## src/rtl/scroll_ctrl.sv

```systemverilog
// ---------------------------------------------------------------------------
// scroll_ctrl
// Scroll-address generator for the scrolling-text display path. A
// programmable prescaler produces advance events that step the message
// memory read pointer in wrap, ping-pong or one-shot fashion, forwards or
// backwards, against a runtime message length. The pointer can be paused,
// stepped by hand and restarted.
//
// Ports
//   clk          system clock
//   reset        asynchronous, active-high reset
//   i_en         1 = automatic scrolling, 0 = paused (prescaler holds)
//   i_step       manual advance pulse, honoured only while i_en = 0
//   i_restart    synchronous restart, highest priority
//   i_dir        0 = forward, 1 = backward
//   i_mode       00 wrap, 01 ping-pong, 10 one-shot, 11 wrap
//   i_period     cycles between automatic advances minus 1
//   i_msg_last   last valid address (message length - 1)
//   o_addr       registered memory pointer
//   o_tick       1-cycle pulse in the cycle o_addr shows a new value
//   o_wrap       1-cycle pulse on wrap-around / ping-pong reversal
//   o_done       level, one-shot end reached
//   o_dbg_cnt    prescaler count (observability)
//   o_dbg_dir_q  ping-pong travel direction, 1 = backward (observability)
//
// Handshake: o_tick is a valid strobe without backpressure; the consumer
// must take o_addr in the cycle o_tick is high. o_wrap only ever accompanies
// the pointer update it describes.
// ---------------------------------------------------------------------------
module scroll_ctrl #(
    parameter int ADDR_W = 4,
    parameter int DIV_W  = 23
) (
    input  logic              clk,
    input  logic              reset,
    input  logic              i_en,
    input  logic              i_step,
    input  logic              i_restart,
    input  logic              i_dir,
    input  logic [1:0]        i_mode,
    input  logic [DIV_W-1:0]  i_period,
    input  logic [ADDR_W-1:0] i_msg_last,
    output logic [ADDR_W-1:0] o_addr,
    output logic              o_tick,
    output logic              o_wrap,
    output logic              o_done,
    output logic [DIV_W-1:0]  o_dbg_cnt,
    output logic              o_dbg_dir_q
);

    localparam logic [1:0]        MODE_PINGPONG = 2'b01;
    localparam logic [1:0]        MODE_ONESHOT  = 2'b10;
    localparam logic [ADDR_W-1:0] ADDR_ONE      = ADDR_W'(1);
    localparam logic [DIV_W-1:0]  CNT_ONE       = DIV_W'(1);

    logic [DIV_W-1:0]  r_cnt;
    logic [ADDR_W-1:0] r_addr;
    logic              r_dir_q;
    logic              r_tick;
    logic              r_wrap;
    logic              r_done;

    logic              w_pingpong;
    logic              w_oneshot;
    logic              w_adv;
    logic              w_back;
    logic              w_term;
    logic [ADDR_W-1:0] w_next_addr;
    logic              w_next_wrap;
    logic              w_next_done;
    logic              w_next_dir_q;

    assign w_pingpong = (i_mode == MODE_PINGPONG);
    assign w_oneshot  = (i_mode == MODE_ONESHOT);

    // Automatic advance when the prescaler expires; manual step only while paused.
    assign w_adv  = i_en ? (r_cnt == '0) : i_step;
    // Ping-pong follows its own stored direction, other modes follow i_dir.
    assign w_back = w_pingpong ? r_dir_q : i_dir;
    // Terminal address in the current travel direction.
    assign w_term = w_back ? (r_addr == '0) : (r_addr == i_msg_last);

    always_comb begin
        w_next_addr  = r_addr;
        w_next_wrap  = 1'b0;
        // done survives only while the block stays in one-shot mode.
        w_next_done  = w_oneshot & r_done;
        w_next_dir_q = r_dir_q;
        if (w_adv && !(w_oneshot && r_done)) begin
            if (r_addr > i_msg_last) begin
                // Message shortened under the pointer: re-enter at the near end.
                w_next_addr = w_back ? i_msg_last : '0;
                w_next_wrap = 1'b1;
            end else if (w_pingpong) begin
                // A one-character message has nowhere to bounce to.
                if (i_msg_last != '0) begin
                    if (w_term) begin
                        w_next_addr  = w_back ? ADDR_ONE : (i_msg_last - ADDR_ONE);
                        w_next_dir_q = ~w_back;
                        w_next_wrap  = 1'b1;
                    end else begin
                        w_next_addr = w_back ? (r_addr - ADDR_ONE) : (r_addr + ADDR_ONE);
                    end
                end
            end else if (w_term) begin
                if (w_oneshot) begin
                    w_next_done = 1'b1;
                end else begin
                    w_next_addr = w_back ? i_msg_last : '0;
                    w_next_wrap = 1'b1;
                end
            end else begin
                w_next_addr = w_back ? (r_addr - ADDR_ONE) : (r_addr + ADDR_ONE);
            end
        end
    end

    always_ff @(posedge clk or posedge reset) begin
        if (reset) begin
            r_cnt   <= '1;
            r_addr  <= '0;
            r_dir_q <= 1'b0;
            r_tick  <= 1'b0;
            r_wrap  <= 1'b0;
            r_done  <= 1'b0;
        end else begin
            r_tick <= 1'b0;
            r_wrap <= 1'b0;
            if (i_restart) begin
                r_addr  <= (i_dir && !w_pingpong) ? i_msg_last : '0;
                r_dir_q <= i_dir;
                r_cnt   <= i_period;
                r_done  <= 1'b0;
            end else begin
                if (i_en) begin
                    r_cnt <= (r_cnt == '0) ? i_period : (r_cnt - CNT_ONE);
                end
                r_addr  <= w_next_addr;
                r_dir_q <= w_next_dir_q;
                r_done  <= w_next_done;
                r_wrap  <= w_next_wrap;
                // An advance that leaves the pointer in place is not a tick.
                r_tick  <= (w_next_addr != r_addr);
            end
        end
    end

    assign o_addr      = r_addr;
    assign o_tick      = r_tick;
    assign o_wrap      = r_wrap;
    assign o_done      = r_done;
    assign o_dbg_cnt   = r_cnt;
    assign o_dbg_dir_q = r_dir_q;

endmodule

```

## config.mk

```make
export PLATFORM = sky130hd
export DESIGN_NAME = scroll_ctrl
export DESIGN_NICKNAME = d
export VERILOG_FILES = /design/src/rtl/scroll_ctrl.sv
export SDC_FILE = /design/constraint.sdc
export NUM_CORES = 1
export LEC_CHECK = 0
export ABC_AREA = 1
export CELL_PAD_IN_SITES_DETAIL_PLACEMENT = 1
export CELL_PAD_IN_SITES_GLOBAL_PLACEMENT = 1
export CORE_MARGIN = 8
export CORE_UTILIZATION = 35
export DETAILED_ROUTE_END_ITERATION = 10
export HOLD_SLACK_MARGIN = 0.06
export PLACE_DENSITY_LB_ADDON = 0.05
export SLEW_MARGIN = 0
export SYNTH_ARGS = -nofsm -noshare
export SYNTH_HDL_FRONTEND = slang
export SYNTH_SLANG_ARGS = --single-unit
export TNS_END_PERCENT = 20
```

## constraint.sdc

```tcl
create_clock -name clk -period 2.4 [get_ports clk]
set_input_delay 0.48 -clock clk [delete_from_list [all_inputs] [get_ports clk]]
set_output_delay 0.48 -clock clk [all_outputs]
set_load 0.005 [all_outputs]
```

==> report_table.html, run 1 <==
<table>
<tr><th>Metric</th><th>Value</th></tr>
<tr><th colspan="2">Run status</th></tr>
<tr><td>Run status</td><td>completed</td></tr>
<tr><th colspan="2">Die</th></tr>
<tr><td>Number of top-level pins</td><td>between 60 and 70</td></tr>
<tr><td>Die width</td><td>103 um</td></tr>
<tr><td>Die height</td><td>103 um</td></tr>
<tr><td>Number of rows in the core area</td><td>32</td></tr>
<tr><td>Area of the core</td><td>7570 um^2</td></tr>
<tr><td>Die Area</td><td>about 11000 um^2</td></tr>
<tr><td>Initial core utilization</td><td>35.4%</td></tr>
<tr><th colspan="2">Synthesis</th></tr>
<tr><td>Synthesized cell area</td><td>about 2700 um^2</td></tr>
<tr><td>Syn Inst Count</td><td>approximately 410</td></tr>
<tr><td>Top_reg_cell synth</td><td>dfstp_2</td></tr>
<tr><td>Post-synthesis async set-or-reset flop share</td><td>100%</td></tr>
<tr><td>Cells taking the most area after synthesis</td><td>dfstp_2, nand2_1, o21ai_0, dfrtp_1, inv_1</td></tr>
<tr><td>Synth Area per Inst</td><td>about 6.6 um^2</td></tr>
<tr><td>Count of flip-flops with a built-in enable after synthesis</td><td>0</td></tr>
<tr><td>Count of distinct cell types in the synthesized netlist</td><td>31</td></tr>
<tr><td>Share of the synthesized area in the top cell type</td><td>22.6%</td></tr>
<tr><td>Number of storage elements in the synthesis netlist</td><td>31</td></tr>
<tr><td>Net count after synthesis</td><td>approximately 450</td></tr>
<tr><td>Share of synthesized area occupied by flip-flops and latches</td><td>between 30% and 40%</td></tr>
<tr><td>Synthesis warning total</td><td>0</td></tr>
<tr><td>Leading area contributor after synthesis</td><td>dfstp_2</td></tr>
<tr><th colspan="2">Route</th></tr>
<tr><td>M1 wire length</td><td>4800 um</td></tr>
<tr><td>Number of nets still failing antenna checks after routing</td><td>0</td></tr>
<tr><td>Met2 wire length</td><td>~4700 um</td></tr>
<tr><td>Total number of vias</td><td>around 3100</td></tr>
<tr><td>Metal3 WL</td><td>571 um</td></tr>
<tr><td>Number of DRC violations after detailed-routing iteration 0</td><td>around 150</td></tr>
<tr><td>First-pass iteration count of the detailed router</td><td>4</td></tr>
<tr><td>Routed wire per std cell</td><td>about 16 um</td></tr>
<tr><td>Uppermost signal routing layer after detailed routing</td><td>met4</td></tr>
<tr><td>Post-route DRC</td><td>0</td></tr>
<tr><td>Routed Wire Length</td><td>10200 um</td></tr>
<tr><td>Routed via count divided by cell count</td><td>5.06</td></tr>
<tr><th colspan="2">Worst hold path</th></tr>
<tr><td>Class of the worst hold path</td><td>reg -&gt; reg</td></tr>
<tr><td>Startpoint of the most critical hold path</td><td>o_dbg_cnt[21]$_DFFE_PP1P_</td></tr>
<tr><td>Cell count of the worst hold path</td><td>2</td></tr>
<tr><td>Endpoint of the worst hold path</td><td>o_dbg_cnt[21]$_DFFE_PP1P_</td></tr>
<tr><th colspan="2">Finish</th></tr>
<tr><td>Final-layout fill cell count</td><td>between 900 and 1000</td></tr>
<tr><td>Post-layout net count</td><td>between 500 and 600</td></tr>
<tr><td>Fraction of layout instances using a drive strength above 1</td><td>25.8%</td></tr>
<tr><td>Area Overhead vs Synth</td><td>50.8%</td></tr>
<tr><td>Number of antenna cells inserted</td><td>0</td></tr>
<tr><th colspan="2">Critical path</th></tr>
<tr><td>Critical path startpoint category</td><td>primary input</td></tr>
<tr><td>Worst-case register-to-register setup slack</td><td>~180 ps</td></tr>
<tr><td>Crit Reg-Reg Startpoint</td><td>o_addr[2]$_DFF_PP0_</td></tr>
<tr><td>Type of element capturing the critical path</td><td>flip-flop</td></tr>
<tr><td>CP Data Arrival Time</td><td>2430 ps</td></tr>
<tr><td>Required time worst endpoint</td><td>about 2600 ps</td></tr>
<tr><td>Critical path peak fanout</td><td>4</td></tr>
<tr><td>Worst reg2reg endpoint</td><td>o_tick$_DFF_PP0_</td></tr>
<tr><td>Category of the most critical setup path</td><td>in -&gt; reg</td></tr>
<tr><td>R2R depth</td><td>18</td></tr>
<tr><th colspan="2">Placed design</th></tr>
<tr><td>HPWL after DPL</td><td>around 7900 um</td></tr>
<tr><td>Buffers added on ports</td><td>65</td></tr>
<tr><td>Worst setup timing slack at the placement stage</td><td>-516 ps</td></tr>
<tr><td>Global placer's final weighted congestion</td><td>0.933</td></tr>
<tr><th colspan="2">GRT</th></tr>
<tr><td>Vias in the first global route</td><td>between 3000 and 4000</td></tr>
<tr><td>Initial antenna violation count</td><td>0</td></tr>
<tr><td>Final global-route overflow total</td><td>0</td></tr>
<tr><td>First-pass GRT wire length</td><td>~16000 um</td></tr>
<tr><td>Total GRT Usage</td><td>roughly a fifth</td></tr>
<tr><td>Largest net degree at the start of global routing</td><td>32</td></tr>
<tr><th colspan="2">Flow run</th></tr>
<tr><td>Max_cap viols</td><td>0</td></tr>
<tr><th colspan="2">Clock network</th></tr>
<tr><td>Clock Tree Root</td><td>clkbuf_8</td></tr>
<tr><td>Quantity of hold-fixing buffers added after cts</td><td>0</td></tr>
<tr><td>CTS clk-pin slew, worst paths</td><td>70 ps</td></tr>
<tr><td>CTS H-tree lvls</td><td>2</td></tr>
<tr><td>CTS tree</td><td>done</td></tr>
<tr><td>Num CTS Buffers</td><td>5</td></tr>
<tr><td>Clock sinks</td><td>31</td></tr>
<tr><td>Insertion delay of the later-clocked pin in the worst-skew pair</td><td>~280 ps</td></tr>
<tr><td>Maximum clock path buffer count</td><td>2</td></tr>
<tr><th colspan="2">STA</th></tr>
<tr><td>Actual transition at the worst max-transition pin</td><td>~430 ps</td></tr>
<tr><td>Pins over their slew limit</td><td>0</td></tr>
<tr><td>Post-layout minimum cycle time</td><td>roughly 2300 ps</td></tr>
<tr><td>Worst setup margin</td><td>133 ps</td></tr>
<tr><td>RSZ-0062 raised after global routing</td><td>yes</td></tr>
<tr><td>Smallest hold slack</td><td>about 490 ps</td></tr>
<tr><td>Final worst-path cycle share</td><td>a little over nine tenths</td></tr>
<tr><td>TNS Setup</td><td>0 ps</td></tr>
<tr><td>Fmax</td><td>about 0.44 GHz</td></tr>
<tr><td>Hold Fails Final Rpt</td><td>0</td></tr>
<tr><td>Final Skew</td><td>~7.4 ps</td></tr>
<tr><td>Max_slew headroom</td><td>between 70% and 80%</td></tr>
<tr><td>Number of setup violations in the final report</td><td>0</td></tr>
<tr><th colspan="2">Power</th></tr>
<tr><td>Power density relative to cell area</td><td>roughly 550 nW/um^2</td></tr>
<tr><td>Static power due to leakage</td><td>1.86 nW</td></tr>
<tr><td>VDD IR max</td><td>0.000373 V</td></tr>
<tr><td>Power consumption</td><td>~2.2 mW</td></tr>
</table>
what timing repair did:
| action | CTS | global route |
|---|---|---|
| setup buffers | 4 | 1 |
| gates resized for setup | 26 | 20 |
| setup endpoints to repair | 5 | 4 |
| endpoints found under the hold margin | 0 | 0 |
| pin swaps | 13 | 15 |
registers in the layout (all words and copies together), names as in the netlist:
name         cells
o_tick           1
o_dbg_cnt       23
o_wrap           1
o_dbg_dir_q      1
o_addr           4
o_done           1
cell families (layout without fill, tap and decap cells):
family,Yosys count,after routing,share of synthesized area (%)
AOI/OAI and AO/OA,74,74,15.7
xor gates and xnor gates,13,13,4.26
adders and majority gates,10,10,4.96
buffers and inverters,64,173,9.31
DFF,31,31,30.1
and+or+nand+nor,215,215,35.7
cell usage in the layout, fill, tap and decap left out, drive strengths merged, types with 8 or more instances in the layout:
| cell | Yosys | layout |
|---|---|---|
| nand3 | 34 | 34 |
| dfrtp | 8 | 8 |
| nor2 | 58 | 58 |
| clkbuf | 7 | 8 |
| o22ai | 9 | 9 |
| nor3 | 9 | 9 |
| buf | 3 | 46 |
| dfstp | 23 | 23 |
| nand2 | 111 | 111 |
| ha | 9 | 9 |
| xor2 | 11 | 11 |
| inv | 53 | 53 |
| clkdlybuf4s50 | 0 | 58 |
| o21ai | 44 | 44 |
| o211ai | 11 | 11 |
per-stage QoR:
step / utilization (%) / instances / area, um^2
finish: 53.3 / 618 / 4040
global route: 53.3 / 618 / 4040
floorplan: - / 407 / 2680
global placement: 49.4 / 605 / 3740
detailed placement: 49.4 / 605 / 3740
CTS: 52.1 / 617 / 3950
report_power, final:
group	switching (mW)	leakage, nW	total [mW]	internal (mW)
Clock	0.198	0.0515	0.460	0.262
Combinational	0.543	1.46	1.04	0.492
Sequential	0.0832	0.344	0.716	0.633
Total	0.825	1.86	2.21	1.39
layout make-up:
class / instances / area (um^2) / area share, %
flip-flops and latches: 31 / 805 / 19.9
repair buffers: 111 / 1020 / 25.4
inverters: 54 / 203 / 5.02
clock buffers: 8 / 100 / 2.48
multi-input cells: 312 / 1780 / 44.0
well taps: 102 / 128 / 3.16
worst max-delay path, stage by stage:
cell           delay [ps]
dlygate4sd2_1         260
inv_2                  90
ha_4                  210
nand2_1               120
nor2_4                 50
buf_4                 140
inv_1                  80
nand2_1                70
nand2_2               130
nand2_1                90
nand2_1                70
nand2_1                50
nand3_1               100
nand2_1                90
nand2_1                90
nand2_1                50
nand2_1                60
nand2_1                60
nor2_2                100
nor2_1                 50
worst max-delay path by stage:
stage,startpoint,slack [ps],depth (start not counted),to
global route,o_addr[1]$_DFF_PP0_,-30,18,o_tick$_DFF_PP0_
global placement,i_mode[0],-360,17,o_tick$_DFF_PP0_
detailed placement,i_msg_last[1],-520,19,o_tick$_DFF_PP0_
finish,i_msg_last[1],130,20,o_tick$_DFF_PP0_
floorplan,i_mode[1],200,17,o_tick$_DFF_PP0_
CTS,i_mode[1],20,18,o_tick$_DFF_PP0_
cell usage after synthesis, types with 8 or more instances:
library cell,count
dfrtp_1,8
dfstp_2,23
ha_1,9
inv_1,50
nand2_1,100
nand2_2,8
nand3_1,31
nor2_1,50
nor3_1,8
o211ai_1,11
o21ai_0,44
o22ai_1,9
xor2_1,11
routing by layer:
metal	GRT usage, %	vias up
met1	26.5	1507
li1	-	1536
met5	0	-
met2	32.2	77
met4	3.11	0
met3	3.21	8
No activity file was read; power rests on OpenSTA's default activity.
==> run 2: changes to the inputs <==
ABC_AREA = default   (was 1)
CORE_UTILIZATION = 37   (was 35)
==> run 2 against run 1 <==
  * The run now ends with negative setup slack left
  * Clock skew about the same
  * Fmax decreased by 15%
  * Non-clock buffer count increased by 44
  * Critical endpoint unchanged
  * Highest routed layer unchanged
==> report_table.html, run 2 <==
<table>
<tr><th>Metric</th><th>Value</th></tr>
<tr><th colspan="2">Finish</th></tr>
<tr><td>Number of cells in the finished layout apart from fillers</td><td>585 (-5.3%)</td></tr>
<tr><td>Fraction of layout instances using a drive strength above 1</td><td>37.0% (+11 points)</td></tr>
<tr><td>Most used cells in the layout excluding fill and tap cells</td><td>buf_4, clkdlybuf4s50_1, o21ai_0, a21oi_1, nor2_1</td></tr>
<tr><td>Most common cell after layout, fill and taps aside</td><td>buf_4</td></tr>
<tr><td>Layout Utilization</td><td>61.7% (+8.3 points)</td></tr>
<tr><td>Number of antenna cells inserted</td><td>0 (unchanged)</td></tr>
<tr><td>Post-layout net count</td><td>530 (-5.4%)</td></tr>
<tr><td>Max FFs per register</td><td>23 (unchanged)</td></tr>
<tr><td>Area Overhead vs Synth</td><td>63.0%</td></tr>
<tr><th colspan="2">STA</th></tr>
<tr><td>TNS Setup</td><td>-511 ps (-511 ps)</td></tr>
<tr><td>Max_slew headroom</td><td>68.9% (-2.6 points)</td></tr>
<tr><td>Hold Fails Final Rpt</td><td>0 (unchanged)</td></tr>
<tr><td>Worst setup margin</td><td>-269 ps (-401 ps)</td></tr>
<tr><td>Actual transition at the worst max-transition pin</td><td>465 ps (+37.8 ps)</td></tr>
<tr><td>RSZ-0062 raised after global routing</td><td>yes</td></tr>
<tr><td>Post-layout minimum cycle time</td><td>2670 ps (+401 ps)</td></tr>
<tr><td>Final worst-path cycle share</td><td>111% (+17 points)</td></tr>
<tr><td>Pins over their slew limit</td><td>0 (unchanged)</td></tr>
<tr><td>Number of setup violations in the final report</td><td>5 (+5)</td></tr>
<tr><td>Final Skew</td><td>7.78 ps (+0.404 ps)</td></tr>
<tr><td>Fmax</td><td>0.375 GHz (-15%)</td></tr>
<tr><th colspan="2">Synthesis</th></tr>
<tr><td>Post-synthesis adder-cell area fraction</td><td>4.86% (-0.10 points)</td></tr>
<tr><td>Share of cell area taken by muxes after synthesis</td><td>1.10% (+1.1 points)</td></tr>
<tr><td>Most instantiated library cell after synthesis</td><td>o21ai_0</td></tr>
<tr><td>Synthesized-area fraction occupied by xor and xnor cells</td><td>1.92% (-2.3 points)</td></tr>
<tr><td>Leading area contributor after synthesis</td><td>dfstp_2</td></tr>
<tr><td>Share of synthesized area occupied by flip-flops and latches</td><td>29.5% (-0.61 points)</td></tr>
<tr><td>Share of the synthesized area in the top cell type</td><td>22.1% (-0.46 points)</td></tr>
<tr><td>Count of flip-flops with a built-in enable after synthesis</td><td>0 (unchanged)</td></tr>
<tr><td>Number of storage elements in the synthesis netlist</td><td>31 (unchanged)</td></tr>
<tr><td>Fraction of the mapped netlist area in compound gates</td><td>30.3% (+15 points)</td></tr>
<tr><td>Syn Inst Count</td><td>345 (-15%)</td></tr>
<tr><td>Post-synthesis async set-or-reset flop share</td><td>100% (unchanged)</td></tr>
<tr><td>Synth Area per Inst</td><td>7.91 um^2 (+20%)</td></tr>
<tr><td>Net count after synthesis</td><td>390 (-14%)</td></tr>
<tr><td>Top_reg_cell synth</td><td>dfstp_2</td></tr>
<tr><td>Synthesis warning total</td><td>0 (unchanged)</td></tr>
<tr><td>Count of distinct cell types in the synthesized netlist</td><td>64 (+110%)</td></tr>
<tr><td>Ranking of synthesized cells by instance count</td><td>o21ai_0, a21oi_1, nor2_1</td></tr>
<tr><td>Largest family of logic cells by synthesized area</td><td>compound AO/OA/AOI/OAI gates</td></tr>
<tr><td>Simple-gate share of the synthesized area</td><td>25.1% (-11 points)</td></tr>
<tr><td>Cells taking the most area after synthesis</td><td>dfstp_2, o21ai_0, dfrtp_1, a21oi_1, nor2_1</td></tr>
<tr><td>Synthesized cell area</td><td>2730 um^2 (+2.1%)</td></tr>
<tr><th colspan="2">Power</th></tr>
<tr><td>Clock group share of total power</td><td>22.0% (+1.2 points)</td></tr>
<tr><td>Power density relative to cell area</td><td>565 nW/um^2 (+3.0%)</td></tr>
<tr><td>Relative contribution of combinational cells to total power</td><td>50.2% (+3.4 points)</td></tr>
<tr><td>Static power due to leakage</td><td>1.78 nW (-4.3%)</td></tr>
<tr><td>Power consumption</td><td>2.51 mW (+14%)</td></tr>
<tr><td>Internal cell power</td><td>1.62 mW (+17%)</td></tr>
<tr><td>Net switching power</td><td>0.896 mW (+8.6%)</td></tr>
<tr><td>Net Sw Frac</td><td>35.7% (-1.6 points)</td></tr>
<tr><td>Reg power frac</td><td>27.8% (-4.6 points)</td></tr>
<tr><td>VDD IR max</td><td>0.000277 V (-26%)</td></tr>
<tr><th colspan="2">Placed design</th></tr>
<tr><td>HPWL after DPL</td><td>8740 um (+11%)</td></tr>
<tr><td>Worst setup timing slack at the placement stage</td><td>-978 ps (-462 ps)</td></tr>
<tr><td>Buffers added on ports</td><td>65 (unchanged)</td></tr>
<tr><td>Placed Instances</td><td>571 (-5.6%)</td></tr>
<tr><td>Global placer's final weighted congestion</td><td>1.01 (+8.0%)</td></tr>
<tr><th colspan="2">Critical path</th></tr>
<tr><td>Type of element capturing the critical path</td><td>flip-flop</td></tr>
<tr><td>CP Data Arrival Time</td><td>2830 ps (+400 ps)</td></tr>
<tr><td>Category of the most critical setup path</td><td>in -&gt; reg</td></tr>
<tr><td>Critical path peak fanout</td><td>4 (unchanged)</td></tr>
<tr><td>Critical path startpoint category</td><td>primary input</td></tr>
<tr><td>Required time worst endpoint</td><td>2560 ps (about the same)</td></tr>
<tr><th colspan="2">GRT</th></tr>
<tr><td>Total GRT Usage</td><td>22.7% (+3.1 points)</td></tr>
<tr><td>First-pass GRT wire length</td><td>18500 um (+12%)</td></tr>
<tr><td>Final global-route overflow total</td><td>0 (unchanged)</td></tr>
<tr><td>Initial antenna violation count</td><td>0 (unchanged)</td></tr>
<tr><td>Vias in the first global route</td><td>3758 (+13%)</td></tr>
<tr><td>Largest net degree at the start of global routing</td><td>32 (unchanged)</td></tr>
<tr><th colspan="2">Die</th></tr>
<tr><td>Die height</td><td>102 um (-1.5%)</td></tr>
<tr><td>Die width</td><td>102 um (-1.5%)</td></tr>
<tr><td>Initial core utilization</td><td>37.8% (+2.5 points)</td></tr>
<tr><td>Number of top-level pins</td><td>66 (unchanged)</td></tr>
<tr><td>Number of rows in the core area</td><td>31 (-3.1%)</td></tr>
<tr><td>Area of the core</td><td>7210 um^2 (-4.7%)</td></tr>
<tr><td>Die Area</td><td>10400 um^2 (-2.9%)</td></tr>
<tr><th colspan="2">Route</th></tr>
<tr><td>Number of nets still failing antenna checks after routing</td><td>0 (unchanged)</td></tr>
<tr><td>Routed wire per std cell</td><td>19.3 um (+18%)</td></tr>
<tr><td>Routed via count divided by cell count</td><td>5.68 (+12%)</td></tr>
<tr><td>Total number of vias</td><td>3321 (+6.2%)</td></tr>
<tr><td>Number of DRC violations after detailed-routing iteration 0</td><td>91 (-40%)</td></tr>
<tr><td>First-pass iteration count of the detailed router</td><td>5 (+1)</td></tr>
<tr><td>Routed Wire Length</td><td>11300 um (+11%)</td></tr>
<tr><td>Post-route DRC</td><td>0 (unchanged)</td></tr>
<tr><th colspan="2">Clock network</th></tr>
<tr><td>CTS clk-pin slew, worst paths</td><td>70 ps (about the same)</td></tr>
<tr><td>Clock sinks</td><td>31 (unchanged)</td></tr>
<tr><td>CTS tree</td><td>done</td></tr>
<tr><td>Insertion delay of the later-clocked pin in the worst-skew pair</td><td>290 ps (about the same)</td></tr>
<tr><td>Num CTS Buffers</td><td>5 (unchanged)</td></tr>
<tr><td>CTS H-tree lvls</td><td>2 (unchanged)</td></tr>
<tr><td>Clock Tree Root</td><td>clkbuf_8</td></tr>
<tr><td>Maximum clock path buffer count</td><td>2 (unchanged)</td></tr>
<tr><td>Quantity of hold-fixing buffers added after cts</td><td>0 (unchanged)</td></tr>
<tr><th colspan="2">Run status</th></tr>
<tr><td>Violations in the final reports</td><td>negative setup slack</td></tr>
<tr><td>Run status</td><td>complete, but fails checks</td></tr>
<tr><th colspan="2">Worst hold path</th></tr>
<tr><td>Class of the worst hold path</td><td>reg -&gt; reg</td></tr>
<tr><th colspan="2">Flow run</th></tr>
<tr><td>Max_cap viols</td><td>0 (unchanged)</td></tr>
</table>
## run 2: final cells by class
type / instances / area (um^2)
fill: 880 / 2770
multi-input combinational: 276 / 2000
timing repair buffer: 155 / 1340
sequential: 31 / 805
tap: 99 / 124
clock buffer: 6 / 82.6
inverter: 16 / 62.6
clock inverter: 2 / 35.0
## run 2: path summary, 6_finish.rpt
kind                                            from                   endpoint  slack [ps]  cells past startpoint
setup reg to reg             o_dbg_dir_q$_DFFE_PP0P_           o_tick$_DFF_PP0_        -250                     11
setup / recovery                           i_mode[1]           o_tick$_DFF_PP0_        -270                     12
hold reg to reg            o_dbg_cnt[15]$_DFFE_PP1P_  o_dbg_cnt[15]$_DFFE_PP1P_         500                      2
max in group asynchronous                      reset  o_dbg_cnt[20]$_DFFE_PP1P_        1460                      3
hold / removal             o_dbg_cnt[15]$_DFFE_PP1P_  o_dbg_cnt[15]$_DFFE_PP1P_         500                      2
min in group asynchronous                      reset        o_addr[2]$_DFF_PP0_         610                      3
## run 2: metal layers
metal  GRT usage [%]  vias up  share of wire, %
li1                -     1553                 -
met1            24.3     1642                40
met2            43.4       98                54
met3            3.27       28               3.1
met4            8.92        0               2.9
met5               0        -                 0
## run 2: per-stage QoR
stage	area, um^2	hold slack, ps
after floorplan	2790	474
after global placement	4070	485
after detailed placement	4070	498
after CTS	4420	510
final	4450	503
after global routing	4450	545
## run 2: power groups by stage
stage / Sequential, mW / Clock [mW] / Combinational [mW]
4_1_cts: 0.696 / 0.567 / 1.25
3_3_place_gp: 0.694 / 0 / 1.12
5_1_grt: 0.710 / 0.593 / 1.36
2_1_floorplan: 0.722 / 0 / 0.532
6_report: 0.698 / 0.552 / 1.26
3_5_place_dp: 0.697 / 0 / 1.14
## run 2: kinds of logic (layout without fill, tap and decap cells)
kind of cell / Yosys count / after routing
multiplexers: 3 / 3
AND/OR/NAND/NOR: 128 / 128
XOR/XNOR: 6 / 6
flip-flops: 31 / 31
buffers and inverters: 38 / 179
AO/OA/AOI/OAI: 129 / 129
adder cells (fa/ha/maj): 10 / 10
## run 2: repair_timing
action                                  in CTS  in global routing
gates resized for setup                     46                  6
setup buffers                                6                  0
endpoints found under the setup margin      24                 14
pin swaps                                   22                  6
## run 2: critical path, cell delays in order
cell             delay (ps)
clkdlybuf4s15_2         200
and3b_1                 200
a21o_4                  220
ha_4                    250
a21oi_4                 240
and2_4                  210
o21ai_1                  70
a221oi_2                280
o21ai_1                 120
and2_4                  180
a222oi_1                240
a311oi_1                130
